$ cat config.mk
export PLATFORM = sky130hd
export DESIGN_NAME = tube_scan_drv_flat
export DESIGN_NICKNAME = d
export VERILOG_FILES = /design/src/rtl/tube_scan_drv_pkg.sv /design/src/rtl/tube_scan_drv_if.sv /design/src/rtl/tube_scan_drv_hex_to_seg7.sv /design/src/rtl/tube_scan_drv.sv /design/src/flat_wrapper.sv
export SDC_FILE = /design/constraint.sdc
export NUM_CORES = 1
export LEC_CHECK = 0
export ABC_AREA = 1
export CORE_UTILIZATION = 30
export DETAILED_ROUTE_END_ITERATION = 10
export SYNTH_ARGS = -nofsm -noshare
export SYNTH_HDL_FRONTEND = slang
export SYNTH_SLANG_ARGS = --single-unit
$ cat constraint.sdc
create_clock -name clk -period 5.1 [get_ports clk]
set_input_delay 1.275 -clock clk [delete_from_list [all_inputs] [get_ports clk]]
set_output_delay 1.275 -clock clk [all_outputs]
set_load 0.01 [all_outputs]
$ cat src/rtl/tube_scan_drv_pkg.sv
// Shared types and constants for the tube scan driver: FSM states and the active-high 7-segment glyphs.
// No logic, so no latency or backpressure.
package tube_scan_drv_pkg;

    typedef enum logic {
        ST_BLANK = 1'b0,
        ST_SHOW  = 1'b1
    } state_t;

    // Glyph bit order is {g,f,e,d,c,b,a}, 1 = segment lit
    localparam logic [6:0] GLYPH_0 = 7'h3F;
    localparam logic [6:0] GLYPH_1 = 7'h06;
    localparam logic [6:0] GLYPH_2 = 7'h5B;
    localparam logic [6:0] GLYPH_3 = 7'h4F;
    localparam logic [6:0] GLYPH_4 = 7'h66;
    localparam logic [6:0] GLYPH_5 = 7'h6D;
    localparam logic [6:0] GLYPH_6 = 7'h7D;
    localparam logic [6:0] GLYPH_7 = 7'h07;
    localparam logic [6:0] GLYPH_8 = 7'h7F;
    localparam logic [6:0] GLYPH_9 = 7'h6F;
    localparam logic [6:0] GLYPH_A = 7'h77;
    localparam logic [6:0] GLYPH_B = 7'h7C;
    localparam logic [6:0] GLYPH_C = 7'h39;
    localparam logic [6:0] GLYPH_D = 7'h5E;
    localparam logic [6:0] GLYPH_E = 7'h79;
    localparam logic [6:0] GLYPH_F = 7'h71;

    // {dp,g..a} with nothing lit, before pin polarity is applied
    localparam logic [7:0] SEG_OFF = 8'h00;

endpackage

$ cat src/rtl/tube_scan_drv_if.sv
// Bundles the word-load handshake and the tube pins of the scan driver.
// master = upstream word source and pin consumer; slave = the driver itself.
interface tube_scan_drv_if #(
    parameter int DIGITS = 4
);
    logic                  data_vld;
    logic [4*DIGITS-1:0]   data_in;
    logic [DIGITS-1:0]     dp_in;
    logic                  data_rdy;
    logic [7:0]            seg;
    logic [DIGITS-1:0]     sel;
    logic                  frame_done;

    modport master (
        output data_vld, data_in, dp_in,
        input  data_rdy, seg, sel, frame_done
    );

    modport slave (
        input  data_vld, data_in, dp_in,
        output data_rdy, seg, sel, frame_done
    );
endinterface

$ cat src/rtl/tube_scan_drv_hex_to_seg7.sv
// Nibble to {g..a} glyph decoder, active-high.
// Purely combinational, zero latency, no backpressure.
module tube_scan_drv_hex_to_seg7
    import tube_scan_drv_pkg::*;
(
    input  logic [3:0] nib,
    output logic [6:0] glyph
);

    always_comb begin
        glyph = GLYPH_0;
        case (nib)
            4'h0: glyph = GLYPH_0;
            4'h1: glyph = GLYPH_1;
            4'h2: glyph = GLYPH_2;
            4'h3: glyph = GLYPH_3;
            4'h4: glyph = GLYPH_4;
            4'h5: glyph = GLYPH_5;
            4'h6: glyph = GLYPH_6;
            4'h7: glyph = GLYPH_7;
            4'h8: glyph = GLYPH_8;
            4'h9: glyph = GLYPH_9;
            4'hA: glyph = GLYPH_A;
            4'hB: glyph = GLYPH_B;
            4'hC: glyph = GLYPH_C;
            4'hD: glyph = GLYPH_D;
            4'hE: glyph = GLYPH_E;
            4'hF: glyph = GLYPH_F;
            default: glyph = GLYPH_0;
        endcase
    end

endmodule

$ cat src/rtl/tube_scan_drv.sv
// Multiplexed 7-seg tube scanner with double-buffered word load; pins lag the FSM by 1 cycle.
// data_rdy drops while a word waits for the frame wrap; `LEADING_ZERO_BLANK_EN blanks leading zeros.
module tube_scan_drv
    import tube_scan_drv_pkg::*;
#(
    parameter int DIGITS     = 4,
    parameter int SCAN_DIV   = 50000,
    parameter int BLANK_CYC  = 500,
    parameter int SEG_ACT_LO = 1,
    parameter int SEL_ACT_LO = 1
) (
    input  logic            clk,
    input  logic            rst,
    tube_scan_drv_if.slave  bus
);

    localparam int MAX_CYC = (SCAN_DIV > BLANK_CYC) ? SCAN_DIV : BLANK_CYC;
    localparam int CNT_W   = $clog2(MAX_CYC);
    localparam int IDX_W   = (DIGITS > 1) ? $clog2(DIGITS) : 1;

    localparam logic [CNT_W-1:0]  SHOW_LAST  = CNT_W'(SCAN_DIV - 1);
    localparam logic [CNT_W-1:0]  BLANK_LAST = CNT_W'(BLANK_CYC - 1);
    localparam logic [IDX_W-1:0]  IDX_LAST   = IDX_W'(DIGITS - 1);
    localparam logic [7:0]        SEG_IDLE   = (SEG_ACT_LO != 0) ? ~SEG_OFF : SEG_OFF;
    localparam logic [DIGITS-1:0] SEL_IDLE   = (SEL_ACT_LO != 0) ? '1 : '0;

    state_t              state_q, state_d;
    logic [CNT_W-1:0]    cnt_q, cnt_d;
    logic [IDX_W-1:0]    idx_q, idx_d;
    logic                wrap;

    logic [4*DIGITS-1:0] active_q, pend_q;
    logic [DIGITS-1:0]   active_dp_q, pend_dp_q;
    logic                pend_full_q;
    logic                hs;

    logic [3:0]          cur_nib;
    logic [6:0]          glyph;
    logic [6:0]          seg_a_g;
    logic [7:0]          seg_pat;
    logic [DIGITS-1:0]   sel_pat;

    logic [7:0]          seg_q;
    logic [DIGITS-1:0]   sel_q;
    logic                frame_done_q;

    always_ff @(posedge clk) begin
        if (rst) begin
            state_q <= ST_BLANK;
            cnt_q   <= '0;
            idx_q   <= '0;
        end else begin
            state_q <= state_d;
            cnt_q   <= cnt_d;
            idx_q   <= idx_d;
        end
    end

    always_comb begin
        state_d = state_q;
        cnt_d   = cnt_q + CNT_W'(1);
        idx_d   = idx_q;
        wrap    = 1'b0;
        case (state_q)
            ST_BLANK: begin
                if (cnt_q == BLANK_LAST) begin
                    state_d = ST_SHOW;
                    cnt_d   = '0;
                end
            end
            ST_SHOW: begin
                if (cnt_q == SHOW_LAST) begin
                    state_d = ST_BLANK;
                    cnt_d   = '0;
                    if (idx_q == IDX_LAST) begin
                        idx_d = '0;
                        wrap  = 1'b1;
                    end else begin
                        idx_d = idx_q + IDX_W'(1);
                    end
                end
            end
            default: begin
                state_d = ST_BLANK;
                cnt_d   = '0;
            end
        endcase
    end

    // A new word may only enter pending; it reaches the lit digits at a frame wrap so frames never tear.
    assign hs           = bus.data_vld && bus.data_rdy;
    assign bus.data_rdy = !pend_full_q && !rst;

    always_ff @(posedge clk) begin
        if (rst) begin
            active_q    <= '0;
            active_dp_q <= '0;
            pend_q      <= '0;
            pend_dp_q   <= '0;
            pend_full_q <= 1'b0;
        end else begin
            if (wrap && pend_full_q) begin
                active_q    <= pend_q;
                active_dp_q <= pend_dp_q;
            end
            if (hs) begin
                pend_q    <= bus.data_in;
                pend_dp_q <= bus.dp_in;
            end
            pend_full_q <= (pend_full_q && !wrap) || hs;
        end
    end

    assign cur_nib = active_q[4*idx_q +: 4];

    tube_scan_drv_hex_to_seg7 u_dec (
        .nib   (cur_nib),
        .glyph (glyph)
    );

`ifdef LEADING_ZERO_BLANK_EN
    logic [DIGITS-1:0] lz_blank;
    logic              hi_zero;

    // Digit k is a leading zero when it and every nibble above it are zero; digit 0 never blanks.
    always_comb begin
        lz_blank = '0;
        hi_zero  = 1'b1;
        for (int k = DIGITS - 1; k >= 1; k--) begin
            hi_zero     = hi_zero && (active_q[4*k +: 4] == 4'h0);
            lz_blank[k] = hi_zero;
        end
    end

    assign seg_a_g = lz_blank[idx_q] ? 7'h00 : glyph;
`else
    assign seg_a_g = glyph;
`endif

    assign seg_pat = {active_dp_q[idx_q], seg_a_g};
    assign sel_pat = DIGITS'(1) << idx_q;

    always_ff @(posedge clk) begin
        if (rst) begin
            seg_q        <= SEG_IDLE;
            sel_q        <= SEL_IDLE;
            frame_done_q <= 1'b0;
        end else begin
            frame_done_q <= wrap;
            if (state_q == ST_SHOW) begin
                seg_q <= (SEG_ACT_LO != 0) ? ~seg_pat : seg_pat;
                sel_q <= (SEL_ACT_LO != 0) ? ~sel_pat : sel_pat;
            end else begin
                seg_q <= SEG_IDLE;
                sel_q <= SEL_IDLE;
            end
        end
    end

    assign bus.seg        = seg_q;
    assign bus.sel        = sel_q;
    assign bus.frame_done = frame_done_q;

endmodule
$ cat src/flat_wrapper.sv
// flat-port wrapper written by rule: the top's interface ports become plain ports
module tube_scan_drv_flat import tube_scan_drv_pkg::*;
#(
    parameter int DIGITS     = 4,
    parameter int SCAN_DIV   = 50000,
    parameter int BLANK_CYC  = 500,
    parameter int SEG_ACT_LO = 1,
    parameter int SEL_ACT_LO = 1
)
  (clk, rst, bus_data_vld, bus_data_in, bus_dp_in, bus_data_rdy, bus_seg, bus_sel, bus_frame_done);
  tube_scan_drv_if #(.DIGITS(DIGITS)) bus_i ();
  input  logic clk;
  input  logic rst;
  input wire logic [$bits(bus_i.data_vld)-1:0] bus_data_vld;
  input wire logic [$bits(bus_i.data_in)-1:0] bus_data_in;
  input wire logic [$bits(bus_i.dp_in)-1:0] bus_dp_in;
  output wire logic [$bits(bus_i.data_rdy)-1:0] bus_data_rdy;
  output wire logic [$bits(bus_i.seg)-1:0] bus_seg;
  output wire logic [$bits(bus_i.sel)-1:0] bus_sel;
  output wire logic [$bits(bus_i.frame_done)-1:0] bus_frame_done;
  assign bus_i.data_vld = bus_data_vld;
  assign bus_i.data_in = bus_data_in;
  assign bus_i.dp_in = bus_dp_in;
  assign bus_data_rdy = bus_i.data_rdy;
  assign bus_seg = bus_i.seg;
  assign bus_sel = bus_i.sel;
  assign bus_frame_done = bus_i.frame_done;
  tube_scan_drv #(.DIGITS(DIGITS), .SCAN_DIV(SCAN_DIV), .BLANK_CYC(BLANK_CYC), .SEG_ACT_LO(SEG_ACT_LO), .SEL_ACT_LO(SEL_ACT_LO)) u_core (.clk(clk), .rst(rst), .bus(bus_i));
endmodule
==> results of run 1 <==
routing by layer:
layer  routed length [um]  part of all wire, %  global-route usage (%)
met5                    0                    0                       0
met3                  328                  4.9                    3.43
met2                 2890                   43                    20.2
met4                  124                  1.9                    5.95
met1                 3320                   50                    16.8
worst max-delay path: cells and delay by family:
kind / cells / cell delay, ps
buffers and inverters: 2 / 1160
and+or+nand+nor: 1 / 230
registers in the layout, summed over array words and instances, names as in the netlist:
signal and cells:
u_core.active_q 16, u_core.cnt_q 16, u_core.pend_q 16, u_core.bus.seg 8, u_core.active_dp_q 4, u_core.bus.sel 4, u_core.pend_dp_q 4, u_core.idx_q 2
u_core.bus.frame_done 1, u_core.pend_full_q 1, u_core.state_q 1
cell families after synthesis:
| logic type | share of synthesized area, % |
|---|---|
| AND/OR/NAND/NOR | 29.0 |
| flip-flops | 44.9 |
| AO/OA/AOI/OAI | 10.6 |
| buffers and inverters | 8.50 |
| adder cells (fa/ha/maj) | 4.23 |
| XOR/XNOR | 2.69 |
cell type report:
class                           instances  area [sq um]
Fill cell                            1119          6500
Multi-Input combinational cell        301          1520
Sequential cell                        73          1460
Timing Repair Buffer                   37           368
Inverter                               45           170
Tap cell                              136           170
Clock buffer                           10           138
Clock inverter                          6          95.1
worst paths after layout:
kind	startpoint	end	slack (ps)	cells after the start
worst min-delay path	u_core.cnt_q[0]	u_core.cnt_q[0]	450	1
worst min register to register	u_core.cnt_q[0]	u_core.cnt_q[0]	450	1
worst max-delay path	rst	bus_data_rdy	1160	3
worst max register to register	u_core.idx_q[0]	u_core.active_q[10]	2510	5
power breakdown:
part | internal (W) | switching (W) | total, W
clock | 0.000295 | 0.000233 | 0.000528
combinational | 0.0000282 | 0.0000309 | 0.0000591
sequential | 0.000584 | 0.00000974 | 0.000594
through the flow:
| stage | util, % | hold WS, ps | cell area, sq um | setup WS, ps |
|---|---|---|---|---|
| after detailed placement | 35.4 | 437 | 3680 | 1160 |
| after floorplan | - | 418 | 3250 | 2200 |
| after global routing | 37.6 | 460 | 3920 | 1080 |
| after global placement | 35.4 | 429 | 3680 | 1170 |
| after CTS | 37.6 | 449 | 3920 | 1150 |
| final | 37.6 | 446 | 3920 | 1160 |
layout by cell type, fill, tap and decap left out, types with 4 or more instances in the layout:
cell type and n:
dfxtp_1 73, inv_2 5, clkbuf_8 10, o21ai_1 8
ha_1 11, nand2_1 67, a21oi_1 23, nand3_1 24
clkdlybuf4s50_1 36, nor3_1 4, inv_1 39, nand4_1 23
o21ai_0 31, nor2_1 83, xor2_1 7
==> metrics.yaml, run 1 <==
status: "complete, no violations"
rsz0062_at_grt: "false"
slew_viol_final: 0
slowest_stage: "clkdlybuf4s50_1"
clock_latency_ps: 360
die_w_um: 106
slew-limit-headroom_pct: 15.2
wire_per_inst_um: 11.0
path_common_cell: "clkdlybuf4s50_1"
cp_slowest_stage_delay_ps: 580
cts_buffers: 9
hp-class: "reg2reg"
layout.nets: 501
setup_violations: 0
yosysSeqAreaShare_pct: 44.9
clock_sinks: 73
critPathCaptureType: "output pin"
hold_buffers: 0
h-tree-depth: 3
grt_overflow: 0
grt_pass1_wl_mm: 11.6
grt_pass1_vias: 2503
max_clock_freq_ghz: 0.254
yosysWarnings: 0
worst_setup_path_start_kind: "input port"
power.density_nw_per_um2: 301
syn_to_final_growth_pct: 20.4
ys_top_cells_by_area: "dfxtp_1 (45%), nor2_1 (9.6%), nand2_1 (7.7%), o21ai_0 (4.8%), inv_1 (4.5%)"
ctsRootBufferMaster: "clkbuf_8"
fp-row-count: 37
p_leak_nw: 1.50
drtAntennaViolNets: 0
dp_hpwl_mm: 4.63
ctsResizeCount: 0
synth_area_per_cell_sq_um: 7.39
tightest_slew_ps: 1270
wirelength_mm: 6.66
synthCells: 440
grt_antenna_before_repair: 0
synth_seq_cells: 73
syn_area_sq_um: 3250
syn_nets: 474
cp.required_ps: 3830
synth_edf_count: 0
layout-drive-gt1-share_pct: 6.99
ioPinCount: 37
crit_type: "in2out"
cts_tree: "done"
fin_crit_sh_pct: 77.2
vias: 2754
initial_core_util_pct: 31.2
ys_async_sr_fraction_pct: 0
firstDrtPassIters: 4
maxCapViolations: 0
dp.cells: 592
cp_max_fo: 8
yosys.area.top_type_share_pct: 44.9
hold_viol_final: 0
die-area_sq_um: 11300
synth_cell_types: 31
fin_cells: 608
core_sq_um: 10400
tns_ps: 0
drtIter0Drc: 80
yosys_most_used_dff: "dfxtp_1"
synth_top_area_cell: "dfxtp_1"
finClkSkew_ps: 14.8
synth_common_cells: "nor2_1 (83), dfxtp_1 (73), nand2_1 (67)"
period_needed_ps: 3940
totalPowerFinal_w: 0.00118
cp.arrival_ps: 2660
grt_max_degree: 43
crit_path_cell_trace: "clkdlybuf4s50_1 > nor2_1 > clkdlybuf4s50_1"
gp_congestion: 0.821
grt_util_all_layers_pct: 13.0
n_antenna_cell: 0
place.port_buffers: 36
synth_most_common_cell: "nor2_1"
cts_setup_buffers: 0
dieHeight_um: 106
drc: 0
clock_path_buffers: 2
ir_drop_v: 0.000159
clk_pin_slew_worst_paths_ps: 70
via_per_inst: 4.53
No activity file was read; power rests on OpenSTA's default activity.
==> run 2: changes to the inputs <==
==> constraint.sdc (replaced) <==
create_clock -name clk -period 4 [get_ports clk]
set_input_delay 1 -clock clk [delete_from_list [all_inputs] [get_ports clk]]
set_output_delay 1 -clock clk [all_outputs]
set_load 0.01 [all_outputs]
==> run 2 against run 1 <==
Net effect: count of clock-buffer cells in the layout did not move; core utilization down 0.072 points; global-route usage shrank 0.28 points; via count shrank 0.65%; die area did not move; routed wire length shrank 2.6%; largest cell class unchanged; highest routed layer unchanged.
==> metrics.yaml, run 2 (same netlist as run 1, synthesis figures left out) <==
final_common_cell: "nor2_1"
layout.nets: 505
pwr-share-clk_pct: 40.6
via_per_inst: 4.47
die_w_um: 106
dieHeight_um: 106
vias: 2736
tightest_slew_ps: 1180
drtAntennaViolNets: 0
r2r-end: "u_core.active_dp_q[3]"
layout-drive-gt1-share_pct: 7.56
hold_path_depth: 1
reg.largest.list: "u_core.active_q: 16 flops, u_core.cnt_q: 16 flops, u_core.pend_q: 16 flops"
hp-class: "reg2reg"
cp_max_fo: 2
clk_pin_slew_worst_paths_ps: 80
critPathCaptureType: "output pin"
p_int_w: 0.00107
final_cell_mix: "nor2_1 (83), dfxtp_1 (73), nand2_1 (67)"
cp.arrival_ps: 2290
initial_core_util_pct: 31.2
worstHoldEndpoint: "u_core.cnt_q[0]"
hold_buffers: 0
core_sq_um: 10400
finClkSkew_ps: 7.03
h-tree-depth: 3
cp.required_ps: 3000
max_clock_freq_ghz: 0.304
combinationalPowerShare_pct: 5.5
wire_per_inst_um: 10.6
grt_overflow: 0
crit_start: "rst"
slew-limit-headroom_pct: 20.8
slew_viol_final: 0
grt_max_degree: 30
maxCapViolations: 0
drc: 0
dp_hpwl_mm: 4.71
setup_violations: 0
placed_cell_area_sq_um: 3710
place.port_buffers: 36
clock_latency_ps: 350
wirelength_mm: 6.49
fp-row-count: 37
ctsRootBufferMaster: "clkbuf_8"
cts_tree: "done"
final_area_sq_um: 3910
die-area_sq_um: 11300
grt_antenna_before_repair: 0
grt_pass1_vias: 2525
period_needed_ps: 3290
ctsResizeCount: 0
ioPinCount: 37
cts_buffers: 9
n_antenna_cell: 0
syn_to_final_growth_pct: 20.2
firstDrtPassIters: 5
clock_path_buffers: 2
fin_crit_sh_pct: 82.2
min-delay-start: "u_core.cnt_q[0]"
status: "complete, no violations"
utilization_pct: 37.5
grt_pass1_wl_mm: 11.4
worst_setup_path_start_kind: "input port"
switching_share_pct: 23.6
r2r_cells: 8
gp_congestion: 0.838
seq_power_share_pct: 53.9
p_leak_nw: 1.50
clock_sinks: 73
drtIter0Drc: 86
rr_startpoint: "u_core.cnt_q[0]"
crit_type: "in2out"
grt_util_all_layers_pct: 12.7
hold_viol_final: 0
ir_drop_v: 0.000175
rsz0062_at_grt: "false"
power.density_nw_per_um2: 359
p_switching_w: 0.000332
cts_setup_buffers: 0
rrSetupSlack_ps: 1640
tns_ps: 0
run 2: cell types whose count changed in the layout (fill, tap and decap cells not counted), sizes merged:
| cell | previous run | this run |
|---|---|---|
| clkinv | 2 | 3 |
| clkinvlp | 0 | 2 |
| buf | 1 | 5 |
| inv | 47 | 45 |
| bufinv | 2 | 1 |
run 2: worst max-delay path by stage:
stage | endpoint | slack, ps | depth (start not counted)
2_1_floorplan | bus_data_rdy | 1650 | 2
3_3_place_gp | bus_data_rdy | 720 | 3
3_5_place_dp | bus_data_rdy | 730 | 3
4_1_cts | bus_data_rdy | 720 | 3
5_1_grt | bus_data_rdy | 680 | 3
6_report | bus_data_rdy | 710 | 3
run 2: final cells by class:
| type | instances | area, sq um |
|---|---|---|
| well taps | 136 | 170 |
| flip-flops and latches | 73 | 1460 |
| fillers | 1130 | 6510 |
| clock inverters | 6 | 67.6 |
| inverters | 45 | 170 |
| repair buffers | 41 | 398 |
| clock buffers | 10 | 128 |
| multi-input cells | 301 | 1520 |
run 2: per-stage QoR:
| step | hold WS [ps] | std cells | total power (W) | setup slack [ps] |
|---|---|---|---|---|
| final | 451 | 612 | 0.00140 | 710 |
| after global routing | 476 | 612 | 0.00147 | 684 |
| after CTS | 456 | 612 | 0.00143 | 719 |
| after detailed placement | 443 | 596 | 0.000851 | 734 |
| after global placement | 427 | 596 | 0.000849 | 720 |
| after floorplan | 418 | 440 | 0.000816 | 1650 |
run 2: worst max-delay path, cell delays in order:
cell and delay [ps]:
clkdlybuf4s50_1 500, nor2_1 210, clkdlybuf4s50_1 570
run 2: routing by layer:
metal  vias to the layer above  GRT usage (%)  part of all wire [%]
met2                        45           20.1                    44
met3                         9           3.80                   3.8
met5                         -              0                     0
met1                      1203           16.1                    51
met4                         0           5.16                   1.5
li1                       1479              -                     -
run 2: power groups by stage:
stage          Sequential [W]  Combinational, W  Clock [W]
3_3_place_gp         0.000773         0.0000763          0
6_report             0.000756         0.0000771   0.000570
4_1_cts              0.000756         0.0000777   0.000591
5_1_grt              0.000759         0.0000883   0.000625
3_5_place_dp         0.000774         0.0000773          0
2_1_floorplan        0.000767         0.0000499          0
